**src/rtl/clock_period_meter.sv**
```systemverilog
// Measures the period of an asynchronous clock sig_in in clk cycles over a
// programmable number of periods, reporting total, min, max or a timeout.
module clock_period_meter #(
    parameter int SYNC_STAGES    = 2,
    parameter int PER_WIDTH      = 16,
    parameter int NPER_WIDTH     = 8,
    parameter int TIMEOUT_CYCLES = 65535
) (
    input  logic                            clk,
    input  logic                            rst_n,
    input  logic                            sig_in,
    input  logic                            start,
    input  logic [NPER_WIDTH-1:0]           nper,
    output logic                            busy,
    output logic                            valid,
    output logic                            timeout,
    output logic [PER_WIDTH+NPER_WIDTH-1:0] total,
    output logic [PER_WIDTH-1:0]            min_per,
    output logic [PER_WIDTH-1:0]            max_per
);

    localparam int TOT_WIDTH = PER_WIDTH + NPER_WIDTH;
    localparam logic [PER_WIDTH-1:0] TO_LIMIT = PER_WIDTH'(TIMEOUT_CYCLES);

    typedef enum logic [1:0] {IDLE, ARM, MEASURE, DONE} state_t;

    state_t                 state, state_nxt;
    logic [SYNC_STAGES-1:0] sync_q;
    logic                   sync_d;
    logic                   rise;
    logic [PER_WIDTH-1:0]   per_cnt;
    logic [NPER_WIDTH-1:0]  rem_cnt;
    logic [NPER_WIDTH-1:0]  nper_q;
    logic [TOT_WIDTH-1:0]   acc_total;
    logic [PER_WIDTH-1:0]   acc_min;
    logic [PER_WIDTH-1:0]   acc_max;
    logic [TOT_WIDTH-1:0]   sum_nxt;
    logic [PER_WIDTH-1:0]   min_nxt;
    logic [PER_WIDTH-1:0]   max_nxt;
    logic                   expire;
    logic                   last_rise;
    logic                   active;

    function automatic logic [PER_WIDTH-1:0] umin(input logic [PER_WIDTH-1:0] a,
                                                  input logic [PER_WIDTH-1:0] b);
        return (a < b) ? a : b;
    endfunction

    function automatic logic [PER_WIDTH-1:0] umax(input logic [PER_WIDTH-1:0] a,
                                                  input logic [PER_WIDTH-1:0] b);
        return (a > b) ? a : b;
    endfunction

    // Synchronizer and rising-edge detect
    always_ff @(posedge clk or negedge rst_n) begin
        if (!rst_n) begin
            sync_q <= '0;
            sync_d <= 1'b0;
        end else begin
            sync_q <= {sync_q[SYNC_STAGES-2:0], sig_in};
            sync_d <= sync_q[SYNC_STAGES-1];
        end
    end

    assign rise = sync_q[SYNC_STAGES-1] & ~sync_d;

    // per_cnt doubles as the inactivity counter: it equals the number of
    // consecutive rise-free cycles including the current one.
    assign active    = (state == ARM) || (state == MEASURE);
    assign expire    = !rise && (per_cnt == TO_LIMIT);
    assign last_rise = (state == MEASURE) && rise && (rem_cnt == NPER_WIDTH'(1));
    assign sum_nxt   = acc_total + TOT_WIDTH'(per_cnt);
    assign min_nxt   = umin(acc_min, per_cnt);
    assign max_nxt   = umax(acc_max, per_cnt);

    always_ff @(posedge clk or negedge rst_n) begin
        if (!rst_n) begin
            state <= IDLE;
        end else begin
            state <= state_nxt;
        end
    end

    always_comb begin
        state_nxt = state;
        case (state)
            IDLE:    if (start) state_nxt = ARM;
            ARM:     if (rise) state_nxt = MEASURE;
                     else if (expire) state_nxt = DONE;
            MEASURE: if (last_rise || expire) state_nxt = DONE;
            DONE:    state_nxt = IDLE;
            default: state_nxt = IDLE;
        endcase
    end

    assign busy  = active;
    assign valid = (state == DONE);

    // Control counters
    always_ff @(posedge clk or negedge rst_n) begin
        if (!rst_n) begin
            per_cnt <= '0;
            rem_cnt <= '0;
            nper_q  <= '0;
        end else begin
            if (state == IDLE && start) begin
                nper_q  <= (nper == '0) ? NPER_WIDTH'(1) : nper;
                per_cnt <= PER_WIDTH'(1);
            end else if (active) begin
                if (rise) begin
                    per_cnt <= PER_WIDTH'(1);
                end else if (per_cnt != TO_LIMIT) begin
                    per_cnt <= per_cnt + PER_WIDTH'(1);
                end
            end
            if (state == ARM && rise) begin
                rem_cnt <= nper_q;
            end else if (state == MEASURE && rise) begin
                rem_cnt <= rem_cnt - NPER_WIDTH'(1);
            end
        end
    end

    // Accumulators: data path, only meaningful after the first rise in ARM
    always_ff @(posedge clk) begin
        if (state == ARM && rise) begin
            acc_total <= '0;
            acc_min   <= '1;
            acc_max   <= '0;
        end else if (state == MEASURE && rise) begin
            acc_total <= sum_nxt;
            acc_min   <= min_nxt;
            acc_max   <= max_nxt;
        end
    end

    // Result registers, loaded on the transition into DONE
    always_ff @(posedge clk or negedge rst_n) begin
        if (!rst_n) begin
            timeout <= 1'b0;
            total   <= '0;
            min_per <= '0;
            max_per <= '0;
        end else begin
            if (state == IDLE && start) begin
                timeout <= 1'b0;
            end else if (last_rise) begin
                timeout <= 1'b0;
                total   <= sum_nxt;
                min_per <= min_nxt;
                max_per <= max_nxt;
            end else if (active && expire) begin
                timeout <= 1'b1;
                total   <= '0;
                min_per <= '0;
                max_per <= '0;
            end
        end
    end

endmodule

```
**config.mk**
```make
export PLATFORM = sky130hd
export DESIGN_NAME = clock_period_meter
export DESIGN_NICKNAME = d
export VERILOG_FILES = /design/src/rtl/clock_period_meter.sv
export SDC_FILE = /design/constraint.sdc
export NUM_CORES = 1
export LEC_CHECK = 0
export BUFFER_PORTS_ARGS = -buffer_cell sky130_fd_sc_hd__buf_2
export CORE_UTILIZATION = 30
export CTS_BUF_LIST = sky130_fd_sc_hd__clkbuf_16
export DETAILED_ROUTE_END_ITERATION = 8
export GPL_TIMING_DRIVEN = 0
export SYNTH_ARGS = -nofsm -noshare
export SYNTH_HDL_FRONTEND = slang
export SYNTH_SLANG_ARGS = --single-unit
```
**constraint.sdc**
```tcl
create_clock -name clk -period 2.5 [get_ports clk]
set_input_delay 0.25 -clock clk [delete_from_list [all_inputs] [get_ports clk]]
set_output_delay 0.25 -clock clk [all_outputs]
set_load 0.005 [all_outputs]
```
==> metrics list, run 1 <==
* Launch point of the worst hold path: nper[4]
- Cell type with the highest aggregate area in the netlist: sky130_fd_sc_hd__dfrtp_1
- In this run the worst hold path is classified as in -> reg.
- Across every metal layer, demand over resource in global routing totals 0.1744.
- Multiplexer share of the synthesized area: 0.04432
- Maximum fanout count along the critical path: 6
- Summed over all nets, wire length on met2 after detailed routing comes to 10580 um.
* Largest family of logic cells by synthesized area: compound AO/OA/AOI/OAI gates
* Fraction of layout cells with a size suffix above 1: 0.3040
* Sum of routed wire segments on met1: 11200 um
* Post-synthesis area per instance: 9.709 um2
- Headroom to the max-slew limit came out at 0.5491.
- During placement, the flow inserted port buffers numbering 70.
- The clock reaches the later pin of the worst-skew pair after 0.44 ns.
- Area growth from synthesis to layout: 34.04%
* Max-cap violations: 0
- Placeable Area: 26060 um2
- The setup path with the least slack is of type reg -> reg.
- Count of antenna diodes in the layout: 0
- The worst setup path is captured at a register.
- Std-Cell Rows: 59
* Die Width: 164.9 um
- Clock-pin slew on the worst setup and hold paths: 0.07 ns
- Setup repair after global routing could not meet its margin everywhere.
- CTS Root Buffer Type: sky130_fd_sc_hd__clkbuf_16
- Data arrives at the worst endpoint at 2.85 ns.
- Placed wire-length estimate after detailed placement: 15510 um
- The clock net in this run drives a total of 150 sinks.
- Commonest non-fill, non-tap cells in the layout: sky130_fd_sc_hd__nand2_1, sky130_fd_sc_hd__dfrtp_1, sky130_fd_sc_hd__buf_2, sky130_fd_sc_hd__dfxtp_1, sky130_fd_sc_hd__buf_4
- Number of instances in the synthesized netlist: 820
- Post-synthesis cell area: 7961 um2
* Number of distinct library cells after synthesis: 74
- The checks that failed: negative setup slack.
* Vias in the first global route: 6590
* Count of flip-flops with a built-in enable after synthesis: 0
- Layout Skew: 0.01511 ns
* Power density of the placed cells: 918.0 nW/um2
- Avg WL per Cell: 17.77 um
- For the pin with the worst max-slew slack, the measured transition is 0.6764 ns.
* Leakage power figure: 4.669 nW
* Die height: 164.9 um
- Placer's final routability congestion estimate: 0.8455
- Setup violations remaining at the end of the flow were counted as 18.
- Of the total synthesized cell area, the portion taken by AND, OR, NAND and NOR gates is 0.1339.
* Highest Clock Rate: 394.3 MHz
- Setup TNS: -0.4530 ns
* I/O pins: 71
- The initial antenna violation count is 0.
* Final worst path period need: 2.536 ns
- For this run the aggregate overflow at the end of global routing stands at 0.
* Final instance area: 10670 um2
- The clock tree synthesis step divided the H-tree into 4 levels.
- Leaving out fill and tap cells, the most frequent cell in the layout is sky130_fd_sc_hd__nand2_1.
* Synth top area cells: sky130_fd_sc_hd__dfrtp_1, sky130_fd_sc_hd__dfxtp_1, sky130_fd_sc_hd__ha_1, sky130_fd_sc_hd__nand2_1, sky130_fd_sc_hd__a22o_1
* Required arrival time at the worst endpoint: 2.82 ns
* Initial core utilization: 0.3055
- In the routed design, unresolved DRC markers number 0.
- Of the post-synthesis cell area, the dominant cell type holds 0.2955.
* Final count of pins violating max slew: 0
- Final worst slack: -0.03601 ns
* Result of the run: complete, but fails checks
- TritonCTS built the clock tree.
- STA classifies the critical path startpoint as a register.
* Antenna-violating nets left: 0
- Number of vias in the routed layout: 6845
- Detailed Route WL: 23540 um
- Using the TritonRoute via totals, the vias-per-cell ratio works out to 5.166.
- First-pass GRT wire length: 36230 um
- Total die area: 27190 um2
- The detailed router used layers up to and including met4.
- The clock passes through at most 2 buffers.
* Period Utilization, post-route: 1.014
- Share of synthesized flip-flops with an asynchronous set or reset: 0.6267
* Yosys warns: 0
- Detailed Route Iter0 Violations: 377
- After synthesis the netlist holds a flip-flop and latch count of 150.
- In the detailed route, the total length drawn on met3 is 1199 um.
- Startpoint of the worst setup timing path: per_cnt[7]
* Share of the synthesized area in compound gates (AO/OA/AOI/OAI): 0.2214
- Of the total synthesized cell area, the portion taken by full adders, half adders and majority gates is 0.08895.
* Predominant post-synthesis flop cell: sky130_fd_sc_hd__dfrtp_1
* Largest vdd supply drop: 0.5162 mV
* Pin count of the biggest net entering global routing: 68
- The worst register-to-register path begins at per_cnt[7].
- Across all hold checks on the routed design, the worst slack comes to 0.02475 ns.
* Final Hold Vio Count: 0
- Total CTS buffers: 17
* Parity-gate share of the synthesized area counting xor and xnor cells: 0.02750
* Number of nets in the finished design: 1045
- Seq/Total Area, Yosys: 0.4363
- The number of nets handed over by synthesis was 888.
- Iteration count of the initial detailed-routing pass: 5
* Dpl ws: -0.6210 ns
- Power consumption: 9.797 mW
- Summing all placed instances gives a cell area of 8763 um2.
-- registers in the layout, indices dropped and copies added, names as in the netlist --
register and flops:
acc_total 24, total 24, acc_max 16, acc_min 16
max_per 16, min_per 16, per_cnt 16, nper_q 8
rem_cnt 8, state 2, sync_q 2, sync_d 1
timeout 1
-- area by class of cell --
cell class | instances | area [um2]
Buffer | 44 | 375.4
Clock buffer | 17 | 425.4
Clock inverter | 15 | 178.9
Fill cell | 2498 | 15390
Inverter | 28 | 120.1
Multi-Input combinational cell | 595 | 4609
Sequential cell | 150 | 3482
Tap cell | 335 | 419.2
Timing Repair Buffer | 141 | 1061
-- logic make-up (layout without fill, tap and decap cells) --
logic type               Yosys count  after routing
flip-flops                       150            150
buffers and inverters             75            245
adder cells (fa/ha/maj)           56             56
multiplexers                      35             35
AND/OR/NAND/NOR                  218            218
XOR/XNOR                          25             25
AO/OA/AOI/OAI                    261            261
-- worst paths after layout --
check / end / slack, ns / depth (start not counted)
hold / removal: nper_q[4] / 0.02 / 3
min in group asynchronous: min_per[8] / 0.31 / 2
setup / recovery: acc_min[11] / -0.04 / 13
hold reg to reg: sync_q[1] / 0.36 / 0
max in group asynchronous: per_cnt[0] / 1.49 / 3
setup reg to reg: acc_min[11] / -0.04 / 13
-- worst max-delay path, stage by stage (launching register included) --
cell	delay (ns)
sky130_fd_sc_hd__dfrtp_1	0.37
sky130_fd_sc_hd__buf_6	0.13
sky130_fd_sc_hd__clkinvlp_4	0.13
sky130_fd_sc_hd__ha_4	0.31
sky130_fd_sc_hd__nand2_4	0.06
sky130_fd_sc_hd__nor3_4	0.18
sky130_fd_sc_hd__a21oi_2	0.10
sky130_fd_sc_hd__o21ai_2	0.23
sky130_fd_sc_hd__a211oi_4	0.10
sky130_fd_sc_hd__buf_12	0.15
sky130_fd_sc_hd__nand2b_4	0.17
sky130_fd_sc_hd__buf_12	0.16
sky130_fd_sc_hd__buf_8	0.12
sky130_fd_sc_hd__o22a_1	0.19
-- cell usage after synthesis, drive strengths merged (6+ instances only) --
cell type,instances
a211oi,7
a21o,9
a21oi,54
a22o,43
a22oi,9
a31oi,7
buf,26
clkbuf,21
dfrtp,94
dfxtp,56
ha,55
inv,28
mux2i,33
nand2,105
nand3,20
nand4,12
nor2,30
nor3,12
o211ai,6
o21ai,86
o22a,16
or3,6
xnor2,16
xor2,9
-- stage by stage --
stage                     std cells    util
final                          1325  0.4095
after global routing           1325  0.4095
after CTS                      1305  0.3898
after detailed placement       1226  0.3363
after global placement         1225  0.3351
after floorplan                 820       -
-- repair_timing --
| action | CTS | global route |
|---|---|---|
| endpoints found under the hold margin | 28 | 0 |
| hold buffers | 2 | 0 |
| pin swaps | 21 | 25 |
| buffers inserted | 41 | 22 |
| resized for setup | 85 | 77 |
| setup endpoints to repair | 104 | 114 |
| cloned | 4 | 1 |
-- layer usage --
metal / track usage / vias up
met3: 0.03591 / 39
met5: 0 / -
li1: - / 3311
met2: 0.2628 / 198
met4: 0.06922 / 0
met1: 0.2423 / 3297
-- where the power goes --
part           internal, mW  leakage [nW]  switching [mW]
Combinational          2.00          2.68            2.05
Sequential             2.75          1.70           0.322
Clock                  1.58         0.292            1.10
Power figures use the tool's default switching activity.
==> run 2, diff against run 1 <==
CORE_ASPECT_RATIO = 2   (was default)
==> run 2 against run 1 <==
  * The flow finishes with violations (design-rule violations, negative setup slack)
  * First-iteration DRC count grew 7.4%
  * Non-clock buffer count grew 3
  * Sequential share of layout area increased by 0.22 points
  * Register-to-register slack got worse by 0.14 ns
  * Setup slack got worse by 0.14 ns
  * Count of clock-buffer cells in the layout did not move
  * Global-route usage rose by 2.2 points
  * Maximum frequency down 5.4%
  * Sequential power about the same
  * Clock skew fell by 0.0019 ns
  * Cell count increased by 0.91%
  * Final area shrank 0.66%
  * Critical endpoint is now acc_max[12]
==> metrics list, run 2 (same netlist as run 1, synthesis figures left out) <==
- The run finished, with violations left.
- The checks that failed: design-rule violations, negative setup slack.
* Maximum fanout count along the critical path: 7
* Reg-to-reg startpoint: per_cnt[3]
- The largest registers in the layout are acc_total: 24 flops, total: 24 flops.
- Entering global routing, the biggest net connects 66 pins.
* Element type at the critical path end: register
- The region available for standard cell placement spans 26170 um2.
- Using the TritonRoute via totals, the vias-per-cell ratio works out to 5.183.
- The worst hold path was traced through 3 stages.
- CTS Root Buffer Type: sky130_fd_sc_hd__clkbuf_16
- Grt ovf: 0
- For this configuration, the core starts out at a cell density of 0.3042.
* Total die area: 27230 um2
* Power density of the placed cells: 920.5 nW/um2
* Clock sink count: 150
- Crit. path cell count: 10
* Clock latency on the worst-skew pair: 0.45 ns
* Area growth from synthesis to layout: 33.16%
* Iteration count of the initial detailed-routing pass: 7
- 71 I/O pins were placed.
* Worst r2r dst: acc_max[12]
- In this run the core area contains 84 standard-cell rows.
* Global routing usage summed across all routing layers: 0.1960
* Antenna-violating nets left: 0
* Placed wire-length estimate after detailed placement: 18000 um
- The worst hold path belongs to the class in -> reg.
- For the final database, setup skew stands at 0.01325 ns.
* Die height: 232.4 um
* Vias in the first global route: 7256
- During placement, the flow inserted port buffers numbering 70.
* Number of nets in the finished design: 1048
* Data arrival time of the critical path: 3.01 ns
- By startpoint and endpoint, the worst setup path is classified as reg -> reg.
- Leaving out fill and tap cells, the most frequent cell in the layout is sky130_fd_sc_hd__nand2_1.
- Clock-pin slew on the worst setup and hold paths: 0.07 ns
* H-tree levels: 4
- Setup repair after global routing missed its margin: yes
- In the finished design, the share of the clock period the worst path needs comes to 1.072.
* Final Hold Vio Count: 0
* Commonest non-fill, non-tap cells in the layout: sky130_fd_sc_hd__nand2_1, sky130_fd_sc_hd__dfrtp_1, sky130_fd_sc_hd__buf_2, sky130_fd_sc_hd__dfxtp_1, sky130_fd_sc_hd__buf_4
- Timing would allow up to 373.0 MHz.
- Setup Viol. Count Final: 63
* Kind of start point of the critical path: register
- Slew at the pin closest to its max-slew limit: 0.7453 ns
- Worst hold margin: 0.008085 ns
* Die Width: 117.2 um
- Final count of pins violating max slew: 0
- Counting the buffers created by CTS gives 17.
* Dpl ws: -0.7193 ns
- Cell with the largest stage delay on the worst path: sky130_fd_sc_hd__or3_1
* Required arrival time at the worst endpoint: 2.83 ns
- In this run the worst setup path begins at per_cnt[3].
- Of the cells placed in the final design, the portion with a size suffix greater than 1 is 0.2941.
- Dividing the detail-routed wire length by the instance count gives 18.97 um.
* First-pass GRT wire length: 39110 um
- Most common cell type on the critical path: sky130_fd_sc_hd__buf_6
- Number of vias in the routed layout: 6930
* Initial antenna violation count: 0
- Grouping stages by cell kind, the critical path spends the most delay in simple AND/OR/NAND/NOR gates.
* Largest vdd supply drop: 0.5389 mV
* Slowest stage delay, CP: 0.43 ns
- Launch point of the worst hold path: nper[2]
- Detailed Route Iter0 Violations: 405
- The congestion estimate from routability-driven global placement came to 0.9216.
* Count of antenna diodes in the layout: 0
- Detailed Route WL: 25370 um
- Traced cell by cell, the critical path runs through buf_6 -> inv_1 -> ha_1 -> nand4_1 -> or3_1 -> mux2_4 -> nand2_8 -> o21ai_4 -> buf_6 -> a22o_1.
- In the post-route analysis, the smallest setup slack over all paths is -0.1809 ns.
* Number of cells traversed by the worst register-to-register path: 10
- Setup slack on the worst reg-to-reg path comes out at -0.18 ns.
* Max Buffers Root-to-Sink: 2
* Final worst path period need: 2.681 ns
- End point of the worst hold path: nper_q[2]
- Max-slew headroom at the worst pin: 0.5031
* CTS tree: yes
- The critical path contains buffers and inverters numbering 3 combined.
* Number of remaining DRC errors: 1
- Max-cap violations in this run came to 0.
- Summed over all cells, the static leakage comes to 4.655 nW.
-- run 2: where the power goes --
| part | internal [mW] | leakage [nW] | switching (mW) |
|---|---|---|---|
| logic | 1.93 | 2.66 | 2.10 |
| clock network | 1.58 | 0.299 | 1.09 |
| registers | 2.75 | 1.70 | 0.306 |
| total | 6.26 | 4.65 | 3.49 |
-- run 2: worst register-to-register path: cells and delay by family, from the launching register on --
family                     cells  cell delay (ns)
muxes                          1             0.32
DFF                            1             0.37
adders and majority gates      1             0.36
buffers and inverters          3             0.40
and+or+nand+nor                3             0.81
AOI/OAI and AO/OA              2             0.32
-- run 2: layout make-up --
cell class	count	area, um2
Fill cell	2493	15570
Multi-Input combinational cell	595	4523
Sequential cell	150	3482
Timing Repair Buffer	143	1064
Tap cell	344	430.4
Clock buffer	17	425.4
Buffer	45	382.9
Clock inverter	15	178.9
Inverter	28	115.1
-- run 2: worst max-delay path by stage --
stage | to | slack [ns]
after detailed placement | max_per[14] | -0.72
after floorplan | max_per[10] | 0.002
after global placement | max_per[14] | -0.73
after global routing | acc_max[12] | -0.22
after CTS | max_per[14] | -0.11
final | acc_max[12] | -0.18
-- run 2: per-layer routing --
layer | global-route usage | up-vias | wire, um
met3 | 0.03751 | 92 | 835
met5 | 0 | - | 0
met4 | 0.1737 | 0 | 2410
li1 | - | 3311 | -
met1 | 0.1733 | 3342 | 8336
met2 | 0.3621 | 185 | 13790
-- run 2: repair_timing --
| action | CTS | global route |
|---|---|---|
| hold buffers | 2 | 0 |
| pin swaps | 38 | 27 |
| gates resized for setup | 107 | 44 |
| setup buffers | 50 | 17 |
| endpoints found under the hold margin | 30 | 0 |
| setup endpoints to repair | 102 | 115 |
| cloned | 5 | 0 |
-- run 2: metrics by stage --
stage / util / instance area, um2 / cells / setup TNS, ns / power, mW
2_1_floorplan: - / 7964 / 820 / 0 / 4.937
3_3_place_gp: 0.3341 / 8745 / 1234 / -34.37 / 5.711
3_5_place_dp: 0.3353 / 8775 / 1235 / -35.19 / 5.757
4_1_cts: 0.3956 / 10350 / 1324 / -2.558 / 9.589
5_1_grt: 0.4051 / 10600 / 1337 / -10.96 / 10.23
6_report: 0.4051 / 10600 / 1337 / -5.953 / 9.758
